`config.mk`:
```
export PLATFORM = sky130hd
export DESIGN_NAME = recursive_mac_sched
export DESIGN_NICKNAME = d
export VERILOG_FILES = /design/src/rtl/recursive_mac_sched.sv
export SDC_FILE = /design/constraint.sdc
export NUM_CORES = 1
export LEC_CHECK = 0
export ABC_AREA = 1
export BUFFER_PORTS_ARGS = -buffer_cell sky130_fd_sc_hd__buf_2
export CAP_MARGIN = 10
export CORE_MARGIN = 5
export CORE_UTILIZATION = 50
export DETAILED_ROUTE_END_ITERATION = 10
export GPL_TIMING_DRIVEN = 0
export PLACE_DENSITY = 0.7
export SYNTH_ARGS = -nofsm -noshare
export SYNTH_HDL_FRONTEND = slang
export SYNTH_SLANG_ARGS = --single-unit
```
`constraint.sdc`:
```
create_clock -name clk_i -period 1.97 [get_ports clk_i]
set_clock_uncertainty 0.05 [all_clocks]
set_input_delay 0.197 -clock clk_i [delete_from_list [all_inputs] [get_ports clk_i]]
set_output_delay 0.197 -clock clk_i [all_outputs]
set_load 0.005 [all_outputs]
```
`src/rtl/recursive_mac_sched.sv`:
```
// Sequencer for a two-layer recursive MAC: layer 0 accumulates x*W into temp_bram,
// layer 1 accumulates temp*V into the PU result, driving all BRAM and PU strobes.
module recursive_mac_sched #(
    parameter int unsigned K0     = 4,
    parameter int unsigned N0     = 8,
    parameter int unsigned PU_LAT = 1,
    localparam int unsigned A1W   = (K0 > 1) ? $clog2(K0) : 1,
    localparam int unsigned A2W   = (K0 * N0 > 1) ? $clog2(K0 * N0) : 1,
    localparam int unsigned A3W   = (N0 > 1) ? $clog2(N0) : 1
) (
    input  logic           clk_i,
    input  logic           rst_i,
    input  logic           start_i,
    output logic           busy_o,
    output logic           done_o,
    output logic           din1_en_o,
    output logic [A1W-1:0] din1_addr_o,
    output logic           din2_en_o,
    output logic [A2W-1:0] din2_addr_o,
    output logic           din3_en_o,
    output logic [A3W-1:0] din3_addr_o,
    output logic           temp_rd_en_o,
    output logic           temp_wr_en_o,
    output logic [A3W-1:0] temp_addr_o,
    output logic           mux_ctrl_o,
    output logic           pu_clear_o,
    output logic           pu_en_o,
    output logic           pu_valid_o
);

    localparam int unsigned CMAX0 = (K0 > N0) ? K0 : N0;
    localparam int unsigned CMAX  = (CMAX0 > PU_LAT + 1) ? CMAX0 : PU_LAT + 1;
    localparam int unsigned CW    = (CMAX > 1) ? $clog2(CMAX) : 1;
    localparam int unsigned GW    = A3W;

    typedef enum logic [2:0] {
        IDLE   = 3'd0,
        L0_CLR = 3'd1,
        L0_RD  = 3'd2,
        L0_WB  = 3'd3,
        L1_CLR = 3'd4,
        L1_RD  = 3'd5,
        L1_WB  = 3'd6
    } state_t;

    state_t         state;
    logic [CW-1:0]  k;
    logic [GW-1:0]  g;
    logic           last_rd;

    // Outputs are computed for the state being entered, so they line up with it.
    always_ff @(posedge clk_i or posedge rst_i) begin
        if (rst_i) begin
            state        <= IDLE;
            k            <= '0;
            g            <= '0;
            last_rd      <= 1'b0;
            busy_o       <= 1'b0;
            done_o       <= 1'b0;
            din1_en_o    <= 1'b0;
            din1_addr_o  <= '0;
            din2_en_o    <= 1'b0;
            din2_addr_o  <= '0;
            din3_en_o    <= 1'b0;
            din3_addr_o  <= '0;
            temp_rd_en_o <= 1'b0;
            temp_wr_en_o <= 1'b0;
            temp_addr_o  <= '0;
            mux_ctrl_o   <= 1'b0;
            pu_clear_o   <= 1'b0;
            pu_en_o      <= 1'b0;
            pu_valid_o   <= 1'b0;
        end else begin
            din1_en_o    <= 1'b0;
            din1_addr_o  <= '0;
            din2_en_o    <= 1'b0;
            din2_addr_o  <= '0;
            din3_en_o    <= 1'b0;
            din3_addr_o  <= '0;
            temp_rd_en_o <= 1'b0;
            temp_wr_en_o <= 1'b0;
            temp_addr_o  <= '0;
            pu_clear_o   <= 1'b0;
            done_o       <= 1'b0;
            last_rd      <= 1'b0;
            // BRAM data arrives one cycle after the read strobe
            pu_en_o      <= din1_en_o | din3_en_o;
            pu_valid_o   <= last_rd;

            case (state)
                IDLE: begin
                    if (start_i) begin
                        state      <= L0_CLR;
                        g          <= '0;
                        k          <= '0;
                        busy_o     <= 1'b1;
                        mux_ctrl_o <= 1'b0;
                        pu_clear_o <= 1'b1;
                    end
                end

                L0_CLR: begin
                    state       <= L0_RD;
                    k           <= '0;
                    din1_en_o   <= 1'b1;
                    din2_en_o   <= 1'b1;
                    din2_addr_o <= A2W'(32'(g) * K0);
                    last_rd     <= (K0 == 1);
                end

                L0_RD: begin
                    if (k == CW'(K0 - 1)) begin
                        state <= L0_WB;
                        k     <= '0;
                        if (PU_LAT == 0) begin
                            temp_wr_en_o <= 1'b1;
                            temp_addr_o  <= g;
                        end
                    end else begin
                        k           <= k + 1'b1;
                        din1_en_o   <= 1'b1;
                        din2_en_o   <= 1'b1;
                        din1_addr_o <= A1W'(32'(k) + 32'd1);
                        din2_addr_o <= A2W'(32'(g) * K0 + 32'(k) + 32'd1);
                        last_rd     <= (32'(k) + 32'd1 == K0 - 1);
                    end
                end

                L0_WB: begin
                    if (k == CW'(PU_LAT)) begin
                        k          <= '0;
                        pu_clear_o <= 1'b1;
                        if (g == GW'(N0 - 1)) begin
                            state      <= L1_CLR;
                            g          <= '0;
                            mux_ctrl_o <= 1'b1;
                        end else begin
                            state <= L0_CLR;
                            g     <= g + 1'b1;
                        end
                    end else begin
                        k <= k + 1'b1;
                        if (32'(k) + 32'd1 == PU_LAT) begin
                            temp_wr_en_o <= 1'b1;
                            temp_addr_o  <= g;
                        end
                    end
                end

                L1_CLR: begin
                    state        <= L1_RD;
                    k            <= '0;
                    temp_rd_en_o <= 1'b1;
                    din3_en_o    <= 1'b1;
                    last_rd      <= (N0 == 1);
                end

                L1_RD: begin
                    if (k == CW'(N0 - 1)) begin
                        state <= L1_WB;
                        k     <= '0;
                        if (PU_LAT == 0) begin
                            done_o <= 1'b1;
                        end
                    end else begin
                        k            <= k + 1'b1;
                        temp_rd_en_o <= 1'b1;
                        din3_en_o    <= 1'b1;
                        temp_addr_o  <= A3W'(32'(k) + 32'd1);
                        din3_addr_o  <= A3W'(32'(k) + 32'd1);
                        last_rd      <= (32'(k) + 32'd1 == N0 - 1);
                    end
                end

                L1_WB: begin
                    if (k == CW'(PU_LAT)) begin
                        state      <= IDLE;
                        k          <= '0;
                        busy_o     <= 1'b0;
                        mux_ctrl_o <= 1'b0;
                    end else begin
                        k <= k + 1'b1;
                        if (32'(k) + 32'd1 == PU_LAT) begin
                            done_o <= 1'b1;
                        end
                    end
                end

                default: begin
                    state      <= IDLE;
                    busy_o     <= 1'b0;
                    mux_ctrl_o <= 1'b0;
                end
            endcase
        end
    end

endmodule

```
======== Word-level counts from Yosys, hierarchy flattened ========
Cells that the tools add are included.
storage, ports and cells
  register bits after elaboration ......... 32
  word-level logic and storage cells ...... 101
cells by class
  add/subtract/negate cells ............... 5
  equal/unequal tests ..................... 19
  mux-type cells .......................... 45
  bitwise logic cells ..................... 3
  reductions and logical operators ........ 12
operator list
  kind                                                               number
  3-bit 2-to-1 mux                                                   16
  32-bit by 2-bit == test with 1-bit output (second input constant)  1
  32-bit by 3-bit == test with 1-bit output (second input constant)  1
  3-bit one-hot mux with 7 select lines                              1
  3-bit == test (second input constant)                              5
  1-bit 2-to-1 mux                                                   15
  3-bit one-hot mux with 5 select lines                              1
  2-bit inequality test (second input constant)                      6
  3-bit one-hot mux with 2 select lines                              2
  5-bit one-hot mux with 2 select lines                              1
  5-bit AND reduction                                                2
  3-bit by 2-bit == test with 1-bit output (second input constant)   3
  1-bit one-hot mux with 2 select lines                              4
  3-bit by 1-bit adder with 3-bit output (second input constant)     2
  3-bit by 1-bit == test with 1-bit output (second input constant)   2
  3-bit AND reduction                                                2
  5-bit by 1-bit adder with 5-bit output (second input constant)     1
  5-bit by 3-bit adder with 5-bit output                             1
  5-bit 2-to-1 mux                                                   1
  5-bit nonzero test                                                 1
  5-bit OR reduction                                                 1
  3-bit by 1-bit adder with 4-bit output (second input constant)     1
  4-bit by 1-bit == test with 1-bit output (second input constant)   1
  2-bit 2-to-1 mux                                                   2
  other kinds (9)                                                    11

======== Longest topological paths before layout ========
Gate-level depths: netlist (run 1).
  depth after elaboration ................. 5
  gate-level depth with buffers ........... 9
  depth with buffers taken out ............ 9

======== Worst setup path after synthesis (run 1) ========
OpenSTA, ideal clock, no wires.
  path type ............................... register to register
  start ................................... reg k[0]
  end ..................................... reg temp_addr_o[0]
  library setup time ...................... 0.083 ns
  arrival ................................. 1.452 ns
  path slack .............................. 0.385 ns
  stages on the path, launching flop included .. 7
  path buffers ............................ 0
  period minus slack after synthesis ...... 1.585 ns
  path through ............................ dfrtp_1 > ha_1 > ha_1 > nand2_1 > nor2_1 > nand3_1 > o21ai_0
on the way
  longest elaborated chain between the ends .. 5
  elaborated cells on any way between the ends .. 8
  those cells by class .................... add/sub: 1; eq/ne: 3; mux: 4
RTL lines
  item                                      RTL line  RTL
  start: declaration                        47        logic [CW-1:0] k;
  start signal: assignment                  120       k <= k + 1'b1;
  start signal: assignment                  142       k <= k + 1'b1;
  start signal: assignment                  166       k <= k + 1'b1;
  3-bit by 1-bit adder with 4-bit output    143       if (32'(k) + 32'd1 == PU_LAT) begin
  4-bit by 1-bit == test with 1-bit output  143
  3-bit 2-to-1 mux                          143
  3-bit 2-to-1 mux                          130       if (k == CW'(PU_LAT)) begin
  3-bit one-hot mux with 2 select lines *   90        case (state)
  end signal: assignment                    117       temp_addr_o <= g;
  end signal: assignment                    145       temp_addr_o <= g;
  end signal: assignment                    169       temp_addr_o <= A3W'(32'(k) + 32'd1);
  end: declaration                          24        output logic [A3W-1:0] temp_addr_o,
Mark *: on every way between the ends. The rest lies on a longest branch, timed or not.
A chain may end at the register's enable or synchronous reset.

======== Worst setup path in the final report (run 1) ========
Ends and elaborated chain as after synthesis.

==> impl_results.md, run 1 <==
- Status: completed
- Reg2Reg Setup Slack: 0.12 ns
- CTS Sinks: 32
- Initial antenna violation count: 0
- Cell Rows: 20
- Final #Nets: 231
- Worst Hold Launch: start_i
- Total Power: 0.00250 W
- Setup violators final: 0
- Largest net degree at the start of global routing: 33
- Wire per inst: 12.4 um
- Mapped Area: 1580 um^2
- Die extent in y: 66.2 um
- Via Count: 1,265
- CTS tree: built
- Leak pwr: 1.08 nW
- Net Count, Synth: 196
- Sequential-to-total area share from yosys stat: 50.8%
- Ant. Diodes: 0
- Worst min-delay path class: input port to register
- Synth Instances: 181
- 1st-iter DRT viols: 46
- GRT Total Usage: 17.0%
- Worst R2R Start: k[0]$_DFFE_PP0P_
- Layout fillers: 269
- Number of synthesized register bits: 32
- Die Width: 66.2 um
- Routability cong.: 0.915
- VDD IR-drop max: 0.694 mV
- Multi-input gate area: 656 um^2
- YS warnings: 0
- Initial core utilization: 52.1%
- Io pins: 27
- Mean Syn Cell Area: 8.71 um^2
- Max Fanout on Critical Path: 9
- Critical Path Source Type: register
- Maxcap violations: 0
- Maximum root-to-sink buffer count: 2
- Slew Viols, Final: 0
- Post-DRT Antenna Nets: 0
- Fmax: 0.540 GHz
- CP required: 2.19 ns
- Placeable Area: 3030 um^2
- Reg clk slew, reported paths: 0.10 ns
- Power Density: 1330 nW/um^2
- Detailed Place HPWL: 2410 um
- Clock latency on the worst-skew pair: 0.34 ns
- DRC: 0
- Area grow syn2layout: 19.3%
- Setup_tns: 0 ns
- Share of cells above drive strength 1: 22.6%
- Placed instance count: 251
- Crit path arrival time: 2.07 ns
- Layout Cells excl Fill: 261
- DP Worst Slack: 0.0912 ns
- Sequential cell area: 802 um^2
- Post-synth cell types: 20
- H-tree Lvls: 2
- IO buf count: 26
- Post-Route WL: 3230 um
- Worst-margin pin slew: 0.706 ns
- Final hold vios: 0
- Grt ovf: 0
- First-pass GRT wire length: 5620 um
- Relative slew slack: 52.8%
- CP startpoint: k[0]$_DFFE_PP0P_
- Crit Path Class: register to register
- Vias in the first global route: 1,288
- Total die area: 4380 um^2
- Most frequent cells in the layout: 43 x nand2_1, 31 x dfrtp_1, 26 x buf_2
- Unrepaired setup endpoints after global routing: false
- 1st-pass router iterations: 4
- Worst setup margin: 0.117 ns
- Vias per inst: 4.85
- Final Cycle Share: 94.1%
- CTS Root Cell: clkbuf_4
- Setup repair bufs after CTS: 0
- Inserted Clock Buffers: 5
- Most common cell after layout, fill and taps aside: nand2_1
- Minimum clock period: 1.85 ns
- Worst Setup End Kind: register
## area by class of cell
class | count | share of cell area (%)
flip-flops and latches | 32 | 42.6
multi-input cells | 120 | 34.9
repair buffers | 28 | 8.92
inverters | 26 | 5.19
well taps | 44 | 2.93
clock inverters | 3 | 2.26
clock buffers | 5 | 2.00
plain buffers | 3 | 1.20
## power breakdown
group | total [W] | internal (W) | switching, W
logic | 0.00102 | 0.000372 | 0.000652
clock network | 0.000496 | 0.000264 | 0.000231
registers | 0.000978 | 0.000838 | 0.000139
total | 0.00250 | 0.00147 | 0.00102
## layer usage
metal / part of all wire, % / GRT usage, %
met4: 1.6 / 6.85
met5: 0 / 0
met2: 51 / 27.8
met1: 41 / 20.6
met3: 6.5 / 5.61
## kinds of logic after synthesis
kind of cell,share of synthesized area (%)
DFF,50.8
buffers and inverters,7.62
adders and majority gates,9.52
AOI/OAI and AO/OA,8.73
and+or+nand+nor,23.3
## registers in the layout (all words and copies together) (netlist names), 2 cells and up
name / count
din1_addr_o: 2
g: 3
din2_addr_o: 5
k: 3
din3_addr_o: 3
state: 3
temp_addr_o: 3
## worst paths after layout
check / to / depth (start not counted)
max: temp_addr_o[0]$_DFF_PP0_ / 6
min: pu_clear_o$_DFF_PP0_ / 3
max reg2reg: temp_addr_o[0]$_DFF_PP0_ / 6
min reg2reg: pu_valid_o$_DFF_PP0_ / 0
max in group asynchronous: g[0]$_DFFE_PP0P_ / 4
min in group asynchronous: pu_valid_o$_DFF_PP0_ / 3
## worst max-delay path, stage by stage, from the launching register on
cell	delay [ns]
dfrtp_2	0.48
ha_1	0.27
ha_1	0.37
nand2_1	0.07
nor2_1	0.14
nand3_1	0.20
o21ai_0	0.20
## cell usage after synthesis
| cell type | n | area [um^2] |
|---|---|---|
| nor2_1 | 11 | 41.3 |
| or2_2 | 2 | 12.5 |
| nand2_1 | 43 | 161 |
| ha_1 | 12 | 150 |
| buf_4 | 3 | 22.5 |
| dfrtp_1 | 32 | 801 |
| inv_2 | 1 | 3.75 |
| o21ai_2 | 1 | 8.76 |
| a31oi_1 | 1 | 6.26 |
| inv_1 | 25 | 93.8 |
| nand3_1 | 17 | 85.1 |
| o211ai_1 | 1 | 7.51 |
| nand2_2 | 2 | 12.5 |
| nor2_4 | 1 | 11.3 |
| a21boi_1 | 1 | 7.51 |
| nor2_2 | 3 | 18.8 |
| nand4_1 | 4 | 25.0 |
| a21oi_1 | 5 | 25.0 |
| o21ai_0 | 15 | 75.1 |
| o21bai_1 | 1 | 7.51 |
## repair_timing
item,4_1_cts,5_1_grt
resized for setup,0,2
setup endpoints to repair,0,2
hold endpoints to repair,0,15
hold buffers,0,1
## stage by stage
| stage | cell area, um^2 | util (%) | hold slack (ns) |
|---|---|---|---|
| 2_1_floorplan | 1580 | - | 0.263 |
| 3_3_place_gp | 1760 | 58.2 | 0.283 |
| 3_5_place_dp | 1760 | 58.2 | 0.287 |
| 4_1_cts | 1840 | 60.8 | 0.136 |
| 5_1_grt | 1880 | 62.1 | 0.151 |
| 6_report | 1880 | 62.1 | 0.163 |
No activity file was read; power rests on OpenSTA's default activity.
==> inputs of run 2 (changes only) <==
==> constraint.sdc (replaced) <==
create_clock -name clk_i -period 1.97 [get_ports clk_i]
set_clock_uncertainty 0.05 [all_clocks]
set_input_delay 0 -clock clk_i [delete_from_list [all_inputs] [get_ports clk_i]]
set_output_delay 0 -clock clk_i [all_outputs]
set_load 0.005 [all_outputs]
==> run 2 against run 1 <==
Compared with the run above:
- power barely moved
- design area rose by 0.53%
- final cell count rose by 0.38%
- global-route usage rose by 0.25 points
- count of clock-buffer cells in the layout did not move
- fmax fell by 0.49%
- register-to-register slack barely moved
- via count rose by 1.3%
- die area did not move
- critical path type unchanged
- largest power group unchanged
==> impl_results.md, run 2 (synthesis results as in run 1) <==
- WP buf/inv: 0 (unchanged)
- Most frequent cells in the layout: 43 x nand2_1, 31 x dfrtp_1, 26 x buf_2
- First-pass GRT wire length: 5700 um (+1.5%)
- Worst path depth: 6 (unchanged)
- Clock latency on the worst-skew pair: 0.34 ns (about the same)
- Leak pwr: 1.09 nW (+0.39%)
- Net Sw Frac: 40.9% (about the same)
- Most common cell after layout, fill and taps aside: nand2_1
- Reg clk slew, reported paths: 0.10 ns (about the same)
- 1st-iter DRT viols: 40 (-13%)
- Initial antenna violation count: 0 (unchanged)
- Vias per inst: 4.89 (+0.88%)
- Worst setup margin: 0.108 ns (-0.00906 ns)
- Area grow syn2layout: 19.9%
- DP Worst Slack: 0.0912 ns (unchanged)
- Slew Viols, Final: 0 (unchanged)
- Setup violators final: 0 (unchanged)
- Sequential cell area: 802 um^2 (unchanged)
- Status: completed
- Relative slew slack: 52.9% (about the same)
- Placeable Area: 3030 um^2 (unchanged)
- Crit path cell chain: ha_1 -> ha_1 -> nand2_1 -> nor2_1 -> nand3_1 -> o21ai_0
- IO buf count: 26 (unchanged)
- Setup_tns: 0 ns (unchanged)
- VDD IR-drop max: 0.694 mV (about the same)
- Minimum clock period: 1.86 ns (+0.00906 ns)
- Multi-input gate area: 656 um^2 (unchanged)
- Crit Path Class: register to register
- 1st-pass router iterations: 4 (unchanged)
- Detailed Place HPWL: 2410 um (unchanged)
- Power Density: 1320 nW/um^2 (-0.50%)
- R2R cell count: 6 (unchanged)
- Post-DRT Antenna Nets: 0 (unchanged)
- Critical Path Source Type: register
- Die extent in y: 66.2 um (unchanged)
- Inserted Clock Buffers: 5 (unchanged)
- Die Width: 66.2 um (unchanged)
- Post-Route WL: 3240 um (+0.28%)
- Reg2Reg Setup Slack: 0.11 ns (about the same)
- Via Count: 1,281 (+1.3%)
- CTS Root Cell: clkbuf_4
- Share of cells above drive strength 1: 22.5% (-0.10 points)
- CP required: 2.19 ns (about the same)
- Final #Nets: 232 (+0.43%)
- Largest net degree at the start of global routing: 33 (unchanged)
- DRC: 0 (unchanged)
- Largest Register: din2_addr_o
- Clock Power Share: 20.0% (+0.2 points)
- Initial core utilization: 52.1% (unchanged)
- Max Fanout on Critical Path: 9 (unchanged)
- Worst path slowest cell: dfrtp_2
- Final Cycle Share: 94.5% (+0.46 points)
- Worst-margin pin slew: 0.706 ns (-0.000110 ns)
- Crit path max-delay family: adder cells
- Cell Int Power: 0.00148 W (about the same)
- Total Power: 0.00250 W (about the same)
- Gate power share: 40.9% (about the same)
- Io pins: 27 (unchanged)
- Wire per inst: 12.4 um (-0.10%)
- Layout fillers: 268 (-0.37%)
- Unrepaired setup endpoints after global routing: false
- NetSw: 0.00102 W (about the same)
- Final core occ: 62.4% (+0.33 points)
- Largest register FFs: 5 (unchanged)
- Total die area: 4380 um^2 (unchanged)
- Ant. Diodes: 0 (unchanged)
- H-tree Lvls: 2 (unchanged)
- Maxcap violations: 0 (unchanged)
- Worst Setup End Kind: register
- Worst min-delay path class: input port to async pin
- Maximum root-to-sink buffer count: 2 (unchanged)
- Seq pwr share: 39.1% (about the same)
- CTS Sinks: 32 (unchanged)
- Vias in the first global route: 1,306 (+1.4%)
- Grt ovf: 0 (unchanged)
- CTS tree: built
- Fmax: 0.537 GHz (-0.49%)
- Setup repair bufs after CTS: 0 (unchanged)
- Cell Rows: 20 (unchanged)
- Crit path largest cell delay: 0.48 ns (about the same)
- Crit path arrival time: 2.08 ns (about the same)
- Cell mode on critical path: ha_1
- GRT Total Usage: 17.3% (+0.25 points)
- Routability cong.: 0.915 (unchanged)
- Final hold vios: 0 (unchanged)
-- run 2: layout make-up --
cell class,count,area share [%]
repair buffers,29,9.40
multi-input cells,120,34.7
plain buffers,3,1.19
flip-flops and latches,32,42.4
inverters,26,5.16
clock buffers,5,1.99
clock inverters,3,2.25
well taps,44,2.91
-- run 2: worst paths after layout --
kind,from,to
worst max-delay path,k[0]$_DFFE_PP0P_,temp_addr_o[0]$_DFF_PP0_
worst min-delay path,rst_i,pu_valid_o$_DFF_PP0_
worst max register to register,k[0]$_DFFE_PP0P_,temp_addr_o[0]$_DFF_PP0_
worst min register to register,last_rd$_DFF_PP0_,pu_valid_o$_DFF_PP0_
max in group asynchronous,rst_i,g[0]$_DFFE_PP0P_
min in group clk_i,last_rd$_DFF_PP0_,pu_valid_o$_DFF_PP0_
-- run 2: repair_timing --
action / in CTS / in global routing
hold endpoints to repair: 33 / 0
hold buffers: 2 / 0
endpoints found under the setup margin: 0 / 2
gates resized for setup: 0 / 2
-- run 2: routing by layer --
metal / global-route usage, % / vias to the layer above / part of all wire, %
met3: 5.61 / 6 / 6.5
met4: 6.85 / 0 / 1.6
met1: 20.7 / 580 / 41
li1: - / 650 / -
met2: 28.5 / 45 / 51
met5: 0 / - / 0
-- run 2: power groups by stage --
| stage | clock network (W) | registers, W | logic, W |
|---|---|---|---|
| after global routing | 0.000551 | 0.00100 | 0.00117 |
| after CTS | 0.000506 | 0.000974 | 0.00102 |
| after global placement | 0 | 0.000980 | 0.000982 |
| after floorplan | 0 | 0.000981 | 0.000686 |
| final | 0.000498 | 0.000977 | 0.00102 |
| after detailed placement | 0 | 0.000988 | 0.00101 |
-- run 2: worst reg2reg max path: cells and delay by family, from the launching register on --
kind / cells / cell delay, ns
AOI/OAI and AO/OA: 1 / 0.20
and+or+nand+nor: 3 / 0.42
adders and majority gates: 2 / 0.64
DFF: 1 / 0.48
-- run 2: per-stage QoR --
stage                     instances  cell area (um^2)  hold WS (ns)
final                           262              1890         0.256
after global routing            262              1890         0.305
after global placement          251              1760         0.283
after floorplan                 181              1580        0.0662
after detailed placement        251              1760         0.287
after CTS                       261              1860         0.311
==> inputs of run 3 (changes only) <==
--- a/config.mk
+++ b/config.mk
@@ -9,10 +9,10 @@
 export BUFFER_PORTS_ARGS = -buffer_cell sky130_fd_sc_hd__buf_2
 export CAP_MARGIN = 10
 export CORE_MARGIN = 5
-export CORE_UTILIZATION = 50
+export CORE_UTILIZATION = 49
 export DETAILED_ROUTE_END_ITERATION = 10
 export GPL_TIMING_DRIVEN = 0
-export PLACE_DENSITY = 0.7
+export PLACE_DENSITY = 0.72
 export SYNTH_ARGS = -nofsm -noshare
 export SYNTH_HDL_FRONTEND = slang
 export SYNTH_SLANG_ARGS = --single-unit
==> constraint.sdc (replaced) <==
create_clock -name clk_i -period 1.5 [get_ports clk_i]
set_clock_uncertainty 0.05 [all_clocks]
set_input_delay 0 -clock clk_i [delete_from_list [all_inputs] [get_ports clk_i]]
set_output_delay 0 -clock clk_i [all_outputs]
set_load 0.005 [all_outputs]
==> run 3 against run 2 <==
Compared with the run above:
- the flow now finishes with violations (setup timing)
- non-clock buffer count is 15 higher
- combinational power grew 100%
- setup slack worse by 0.14 ns
- first-iteration DRC count increased to 2.7 times the previous value
- critical path depth down 1
- die area is 1.7% higher
- final cell count rose by 5.7%
- utilization is 8.3 points higher
- critical path type unchanged
- critical endpoint is now din2_addr_o[2]$_DFF_PP0_
==> impl_results.md, run 3 (synthesis results as in run 1) <==
- Status: finished with violations
- Failing checks: setup timing
- CP required: 1.65 ns (-0.54 ns)
- Design Area, Final: 2180 um^2 (+15%)
- First-pass GRT wire length: 6040 um (+6.1%)
- Detailed Place HPWL: 2510 um (+4.1%)
- VDD IR-drop max: 1.31 mV (+88%)
- Reg clk slew, reported paths: 0.10 ns (about the same)
- Io pins: 27 (unchanged)
- Crit Path Class: register to register
- 1st-pass router iterations: 4 (unchanged)
- Wire per inst: 14.2 um (+15%)
- CTS Root Cell: clkbuf_4
- Grt ovf: 0 (unchanged)
- H-tree Lvls: 2 (unchanged)
- Final hold vios: 0 (unchanged)
- Power Density: 1840 nW/um^2 (+39%)
- Maximum root-to-sink buffer count: 2 (unchanged)
- DRC: 0 (unchanged)
- Initial core utilization: 51.2% (-0.85 points)
- Leak pwr: 1.17 nW (+7.9%)
- 1st-iter DRT viols: 108 (+170%)
- Placeable Area: 3080 um^2 (+1.7%)
- Clock Power Share: 16.0% (-4.0 points)
- Layout fillers: 234 (-13%)
- Post-Route WL: 3940 um (+22%)
- Vias in the first global route: 1,334 (+2.1%)
- Worst R2R Start: g[0]$_DFFE_PP0P_
- CTS tree: built
- Via Count: 1,411 (+10%)
- Worst Setup End Kind: register
- Post-DRT Antenna Nets: 0 (unchanged)
- Crit path arrival time: 1.68 ns (-0.40 ns)
- Largest net degree at the start of global routing: 33 (unchanged)
- Worst-margin pin slew: 0.650 ns (-0.0562 ns)
- Most common cell after layout, fill and taps aside: nand2_1
- NetSw: 0.00168 W (+64%)
- Die Width: 66.7 um (+0.86%)
- Largest register FFs: 5 (unchanged)
- Max Fanout on Critical Path: 3 (-6)
- Seq pwr share: 32.8% (-6.3 points)
- Setup violators final: 4 (+4)
- Minimum clock period: 1.54 ns (-0.325 ns)
- Area grow syn2layout: 38.2%
- Relative slew slack: 56.6% (+3.7 points)
- Slew Viols, Final: 0 (unchanged)
- Worst setup margin: -0.0369 ns (-0.145 ns)
- Final core occ: 70.8% (+8.3 points)
- CP startpoint: g[0]$_DFFE_PP0P_
- Routability cong.: 0.933 (+1.9%)
- Cell Int Power: 0.00232 W (+57%)
- Die extent in y: 66.7 um (+0.86%)
- Final #Nets: 247 (+6.5%)
- Largest Register: din2_addr_o
- Fmax: 0.651 GHz (+21%)
- GRT Total Usage: 18.4% (+1.1 points)
- Vias per inst: 5.09 (+4.2%)
- Worst min-delay path class: input port to async pin
- Maxcap violations: 0 (unchanged)
- Cell Rows: 20 (unchanged)
- Clock latency on the worst-skew pair: 0.33 ns (about the same)
- Post-DP Area: 1780 um^2 (+0.92%)
- Most frequent cells in the layout: 36 x nand2_1, 27 x dfrtp_1, 26 x buf_2
- Initial antenna violation count: 0 (unchanged)
- Critical Path Source Type: register
- CTS Sinks: 32 (unchanged)
- Total die area: 4450 um^2 (+1.7%)
- Net Sw Frac: 42.0% (+1.1 points)
- Unrepaired setup endpoints after global routing: true
- IO buf count: 26 (unchanged)
- Ant. Diodes: 0 (unchanged)
- Gate power share: 51.2% (+10 points)
- Final Cycle Share: 102% (+7.9 points)
- Share of cells above drive strength 1: 40.8% (+18 points)
- Inserted Clock Buffers: 5 (unchanged)
run 3: cell types whose count changed in the layout (fill, tap and decap cells not counted), sizes merged:
| cell | delta |
|---|---|
| buf | +15 |
| clkbuf | +1 |
| clkinvlp | -1 |
run 3: routing by layer:
layer / part of all wire, % / vias up / routed length (um) / GRT usage [%]
li1: - / 685 / - / -
met2: 53 / 37 / 2110 / 31.4
met5: 0 / - / 0 / 0
met3: 4.4 / 11 / 172 / 5.56
met1: 39 / 678 / 1550 / 20.5
met4: 2.9 / 0 / 114 / 9.39
run 3: area by class of cell:
type / count / area, um^2 / share of cell area (%)
multi-input cells: 120 / 820 / 37.6
flip-flops and latches: 32 / 807 / 37.0
repair buffers: 44 / 294 / 13.5
inverters: 26 / 100 / 4.60
well taps: 44 / 55.1 / 2.53
clock buffers: 6 / 41.3 / 1.90
clock inverters: 2 / 35.0 / 1.61
plain buffers: 3 / 26.3 / 1.21
run 3: power groups by stage:
stage                     registers (W)  logic (W)  clock network, W
final                           0.00131    0.00205          0.000641
after global routing            0.00135    0.00227          0.000693
after CTS                       0.00128    0.00158          0.000651
after detailed placement        0.00131    0.00137                 0
after global placement          0.00129    0.00132                 0
after floorplan                 0.00129   0.000920                 0
run 3: what timing repair did:
| action | CTS | global route |
|---|---|---|
| setup endpoints to repair | 17 | 19 |
| buffers inserted | 7 | 8 |
| endpoints found under the hold margin | 33 | 0 |
| hold buffers | 2 | 0 |
| pin swaps | 7 | 11 |
| resized for setup | 13 | 39 |
run 3: worst paths after layout:
kind	end	slack, ns	cells past startpoint
worst max-delay path	din2_addr_o[2]$_DFF_PP0_	-0.04	5
worst min-delay path	pu_valid_o$_DFF_PP0_	0.24	3
worst max register to register	din2_addr_o[2]$_DFF_PP0_	-0.04	5
worst min register to register	pu_valid_o$_DFF_PP0_	0.32	0
max in group asynchronous	g[1]$_DFFE_PP0P_	0.64	4
min in group clk_i	pu_valid_o$_DFF_PP0_	0.32	0
run 3: worst max-delay path, cell delays in order (launching register included):
cell and delay [ns]:
dfrtp_1 0.41, buf_4 0.15, ha_1 0.29, or2_2 0.28
nand3_1 0.10, o21ai_0 0.12
run 3: metrics by stage:
step	hold slack, ns	setup WS [ns]	setup TNS (ns)	power (W)	std cells
floorplan	0.0661	0.0214	0	0.00221	181
global placement	0.284	-0.171	-0.912	0.00261	251
detailed placement	0.304	-0.209	-1.17	0.00268	251
CTS	0.327	-0.0279	-0.0505	0.00352	268
global route	0.274	-0.117	-0.484	0.00431	277
finish	0.235	-0.0369	-0.0666	0.00400	277
